--- src/rtl/toggle_event_decoder.sv ---
// Purpose : receive side of a toggle-encoded event line; recovers one event per
//           level change and queues it in a saturating pending counter.
// Latency : Toggle_in change -> Ev_count update on edge SYNC_STAGES+1
//           (SYNC_STAGES+FILTER_CYCLES+1 with TOGGLE_DEC_FILTER_EN defined).
// Backpr. : consumer pops one event per cycle via Ev_valid/Ev_ready; events
//           arriving at a full counter are dropped and flagged on Overflow.
//
// Optional feature macro: TOGGLE_DEC_FILTER_EN (level-stability filter).
//
// Ports:
//   Clock        rising-edge clock
//   Reset        synchronous, active-low reset (highest priority)
//   Set          synchronous, aligns the receiver to encoder level 1
//   Toggle_in    toggle line, asynchronous to Clock
//   Ev_ready     consumer accepts one event this cycle
//   Ev_valid     at least one event pending (registered)
//   Ev_count     number of pending events
//   Level_out    last accepted reference level
//   Overflow     sticky dropped-event flag
//   Overflow_clr clears Overflow (a same-cycle overflow wins)
module toggle_event_decoder #(
  parameter int SYNC_STAGES   = 2,
  parameter int CNT_W         = 3,
  parameter int FILTER_CYCLES = 3
) (
  input  logic             Clock,
  input  logic             Reset,
  input  logic             Set,
  input  logic             Toggle_in,
  input  logic             Ev_ready,
  output logic             Ev_valid,
  output logic [CNT_W-1:0] Ev_count,
  output logic             Level_out,
  output logic             Overflow,
  input  logic             Overflow_clr
);

  // Elaboration-time range checks on the configuration.
  if (SYNC_STAGES < 2 || SYNC_STAGES > 4) begin : g_bad_sync
    $error("toggle_event_decoder: SYNC_STAGES out of range 2..4");
  end
  if (FILTER_CYCLES < 1 || FILTER_CYCLES > 15) begin : g_bad_filt
    $error("toggle_event_decoder: FILTER_CYCLES out of range 1..15");
  end

  localparam logic [CNT_W-1:0] CNT_MAX = {CNT_W{1'b1}};

  logic [SYNC_STAGES-1:0] sync_q, sync_d;
  logic                   ref_q, ref_d;
  logic [CNT_W-1:0]       cnt_q, cnt_d;
  logic                   ovf_q, ovf_d;

  logic sync_lvl;
  logic edge_acc;
  logic pop;
  logic ovf_set;

  assign sync_lvl = sync_q[SYNC_STAGES-1];
  assign sync_d   = {sync_q[SYNC_STAGES-2:0], Toggle_in};

`ifdef TOGGLE_DEC_FILTER_EN
  // The synchronized level must differ from the reference for FILTER_CYCLES
  // consecutive cycles before it is accepted; an earlier revert clears it.
  logic [3:0] filt_q, filt_d;

  assign edge_acc = (sync_lvl != ref_q) && (filt_q == 4'(FILTER_CYCLES));

  always_comb begin
    filt_d = '0;
    if (sync_lvl != ref_q && !edge_acc) begin
      filt_d = filt_q + 4'd1;
    end
  end

  always_ff @(posedge Clock) begin
    if (!Reset || Set) begin
      filt_q <= '0;
    end else begin
      filt_q <= filt_d;
    end
  end
`else
  assign edge_acc = (sync_lvl != ref_q);
`endif

  assign pop = Ev_valid & Ev_ready;

  always_comb begin
    ref_d   = ref_q;
    cnt_d   = cnt_q;
    ovf_set = 1'b0;
    if (edge_acc) begin
      ref_d = sync_lvl;
    end
    // A coincident edge and pop cancel, so a full counter cannot overflow then.
    if (edge_acc && !pop) begin
      if (cnt_q == CNT_MAX) begin
        ovf_set = 1'b1;
      end else begin
        cnt_d = cnt_q + 1'b1;
      end
    end else if (!edge_acc && pop) begin
      cnt_d = cnt_q - 1'b1;
    end
  end

  always_comb begin
    ovf_d = ovf_q;
    if (ovf_set) begin
      ovf_d = 1'b1;
    end else if (Overflow_clr) begin
      ovf_d = 1'b0;
    end
  end

  always_ff @(posedge Clock) begin
    if (!Reset) begin
      sync_q <= '0;
      ref_q  <= 1'b0;
      cnt_q  <= '0;
      ovf_q  <= 1'b0;
    end else if (Set) begin
      // Realign to level 1; any in-flight change is absorbed without an event.
      sync_q <= '1;
      ref_q  <= 1'b1;
    end else begin
      sync_q <= sync_d;
      ref_q  <= ref_d;
      cnt_q  <= cnt_d;
      ovf_q  <= ovf_d;
    end
  end

  assign Ev_valid  = (cnt_q != '0);
  assign Ev_count  = cnt_q;
  assign Level_out = ref_q;
  assign Overflow  = ovf_q;

endmodule

--- config.mk ---
export PLATFORM = sky130hd
export DESIGN_NAME = toggle_event_decoder
export DESIGN_NICKNAME = d
export VERILOG_FILES = /design/src/rtl/toggle_event_decoder.sv
export SDC_FILE = /design/constraint.sdc
export NUM_CORES = 1
export LEC_CHECK = 0
export CAP_MARGIN = 20
export CORE_AREA = 2 2 39 41
export CTS_BUF_LIST = sky130_fd_sc_hd__clkbuf_4 sky130_fd_sc_hd__clkbuf_8 sky130_fd_sc_hd__clkbuf_16
export DETAILED_ROUTE_END_ITERATION = 12
export DIE_AREA = 0 0 41 43
export PLACE_DENSITY = 0.44
export SLEW_MARGIN = 15
export SYNTH_ARGS = -nofsm -noshare
export SYNTH_HDL_FRONTEND = slang
export SYNTH_SLANG_ARGS = --single-unit
--- constraint.sdc ---
create_clock -name Clock -period 2.8 [get_ports Clock]
set_clock_uncertainty 0.05 [all_clocks]
set_input_delay 0.56 -clock Clock [delete_from_list [all_inputs] [get_ports Clock]]
set_output_delay 0.56 -clock Clock [all_outputs]
set_load 0.05 [all_outputs]
==> results.txt <==
* Status: finished clean
- Final weighted congestion in routability-driven placement: 0.686
- The floorplan has 14 rows.
- I/O pin total: 12
- Core footprint: 1380 µm²
* Largest net degree at the start of global routing: 8
- Fraction of met1 tracks used by global routing: 11.3%
- The worst register-to-register path begins at Ev_count[0].
- The number of nets handed over by synthesis was 38.
* Clock transition time at the flip-flop clock pins of the worst setup and hold paths: 0.05 ns
- The number of gates resized after CTS was 0.
- Total count of hold-check failures in the final report: 0
* Setup slack of the worst register-to-register path: 0.66 ns
* Critical Path Start Type: flop
- Using the TritonRoute via totals, the vias-per-cell ratio works out to 4.46.
- The die covers 1760 µm².
* Static Leakage: 0.181 nW
* Data arrival time at the worst-slack endpoint: 1.72 ns
- The number of setup buffers added after CTS is 0.
- After global routing, the most crowded layer is met2.
- CTS saw 7 sinks.
- Number of setup violations in the final report: 0
- Number of cells traversed by the worst hold path: 1
* Cts bufs inserted: 3
* Required time at the endpoint of the critical path: 2.19 ns
* Max-Cap Viols: 0
- The worst register-to-register path has a depth of 8.
* Vias in the first global route: 256
* Number of flip-flops and latches in the synthesized netlist: 7
- Setup repair after global routing left no endpoint under its margin.
- After legalization and detailed placement, the total HPWL measured 457 µm.
* Total vias in the final route: 272
- After detailed routing, the number of remaining DRC violations is 0.
- The worst setup path is captured at a primary output.
* Final routed wirelength across all metal layers: 606 µm
- Tot GR Track Use: 9.46%
- Count of unique library cells instantiated by Yosys: 19
- After technology mapping, the gate count stands at 30.
* Hold worst-path end: sync_q[1]
- The initial antenna violation count came to 0.
* Leading cell type in the layout, fill and taps excluded: sky130_fd_sc_hd__clkdlybuf4s50_1
- Min Tclk post-route: 2.33 ns
- In this run the critical register-to-register path is captured at Ev_count[2].
* Mapped Avg Cell Area: 10.2 µm²
- Summed over all failing endpoints, the final setup total negative slack is 0 ns.
- First-pass GRT wire length: 1080 µm
* Cell Pwr Density: 815 nW/µm²
- Chip width: 41 µm
- Antenna Violating Nets Remaining: 0
* Met3 usage: 4.71%
- Global-route met2 utilization: 11.9%
- For this design, the CTS-stage hold fixing added 0 buffers.
- Buffers placed on the I/O ports in this run total 11.
- First-pass iteration count of the detailed router: 2
- Worst slew margin relative to its limit: 66.9%
* Final design utilization: 33.7%
* Skew-Pair Late Insertion Delay: 0.25 ns
- In the layout the commonest cells are 11 x sky130_fd_sc_hd__clkdlybuf4s50_1, 7 x sky130_fd_sc_hd__dfxtp_1, 4 x sky130_fd_sc_hd__clkbuf_4.
- IR analysis of the VDD net gives a maximum drop of 259 µV.
- TritonCTS clock tree: yes
- The cell area that synthesis handed to floorplanning was 307 µm².
* Starting utilization of the core area: 22.2%
- Synthesis warning total: 0
- The share of the Yosys chip area taken by registers is 45.7%.
- Drt initial violations: 2
* H-tree depth: 1
- Max clock buf depth: 2
- From bottom edge to top edge, the die measures 43 µm.
- In the finished design, the share of the clock period the worst path needs comes to 83.4%.
- Leftover overflow at the end of global routing: 0
- For the pin with the worst max-slew slack, the measured transition is 0.494 ns.
- The path class of the tightest hold or removal check is reg2reg.
- The number of slew-limit violations in the final report is 0.
* Signed area change from the synthesized netlist to the final layout: 52.2%
- Crit Path Class: reg2out
- After detailed routing, the average wire length per cell comes to 9.93 µm.
- Post-layout nets: 54
* Maximum frequency from static timing analysis: 428 MHz
* Cell at the root of the clock tree: sky130_fd_sc_hd__clkbuf_4
- 0 antenna diodes ended up in the layout.
* Hold_sp: sync_q[0]
- Critical-path maximum fanout: 6
- In the final layout, the share of cells above drive strength 1 is 11.1%.
-- power by group --
part | switching (mW) | leakage, nW | internal (mW) | total (mW)
clock network | 0.0359 | 0.0184 | 0.0640 | 0.0999
logic | 0.0941 | 0.105 | 0.0610 | 0.155
registers | 0.0133 | 0.0580 | 0.112 | 0.125
total | 0.143 | 0.181 | 0.237 | 0.380
-- layout make-up --
type                    count  area, µm²
multi-input cells          22        163
flip-flops and latches      7        140
repair buffers             11        110
fillers                   148        917
inverters                   1       3.75
clock buffers               4       30.0
well taps                  16       20.0
-- state kept, by name, summed over array words and instances, names as in the netlist --
signal	cells
Ev_count	3
Overflow	1
sync_q	2
Level_out	1
-- metrics by stage --
step                      setup WS (ns)  hold slack, ns  cell area (µm²)  cells  power (mW)
after floorplan                   0.229           0.355              307     30       0.234
after global placement            0.495           0.365              437     57       0.282
after detailed placement          0.484           0.359              437     57       0.284
after CTS                         0.445           0.377              467     61       0.387
after global routing              0.401           0.395              467     61       0.409
final                             0.466           0.379              467     61       0.380
-- logic make-up (layout without fill, tap and decap cells) --
family,Yosys count,in the layout,synth area share [%]
AND/OR/NAND/NOR,9,9,18.0
flip-flops,7,7,45.7
adder cells (fa/ha/maj),2,2,10.6
buffers and inverters,1,16,1.22
AO/OA/AOI/OAI,9,9,18.8
XOR/XNOR,2,2,5.72
-- layer usage --
| metal | vias up | wire, µm |
|---|---|---|
| li1 | 141 | - |
| met1 | 124 | 282 |
| met2 | 7 | 283 |
| met3 | 0 | 41 |
| met4 | 0 | 0 |
| met5 | - | 0 |
-- cells in the mapped netlist (all sizes together) --
cell     number  area [µm²]
a21oi         2        10.0
a31oi         1        6.26
and2          1        6.26
and3b         1        8.76
dfxtp         7         140
fa            1        20.0
ha            1        12.5
inv           1        3.75
nand2         1        3.75
nand2b        1        6.26
nand4         2        12.5
nor2          1        6.26
nor3          1        5.00
o21a          3        22.5
o21ai         2        10.0
o2bb2ai       1        8.76
or3           1        6.26
xnor2         1        8.76
xor2          1        8.76
-- worst max-delay path, cell delays in order (launching register included) --
cell,delay (ns)
sky130_fd_sc_hd__dfxtp_1,0.36
sky130_fd_sc_hd__or3_1,0.40
sky130_fd_sc_hd__clkdlybuf4s50_1,0.71
-- worst max-delay path by stage --
stage	startpoint	to
after global placement	Ev_ready	Ev_count[2]
after CTS	Ev_count[0]	Ev_valid
after floorplan	Ev_count[0]	Ev_count[2]
final	Ev_count[0]	Ev_valid
after detailed placement	Ev_ready	Ev_count[2]
after global routing	Ev_count[0]	Ev_valid
Note: power is estimated with default switching activity, not from simulation.
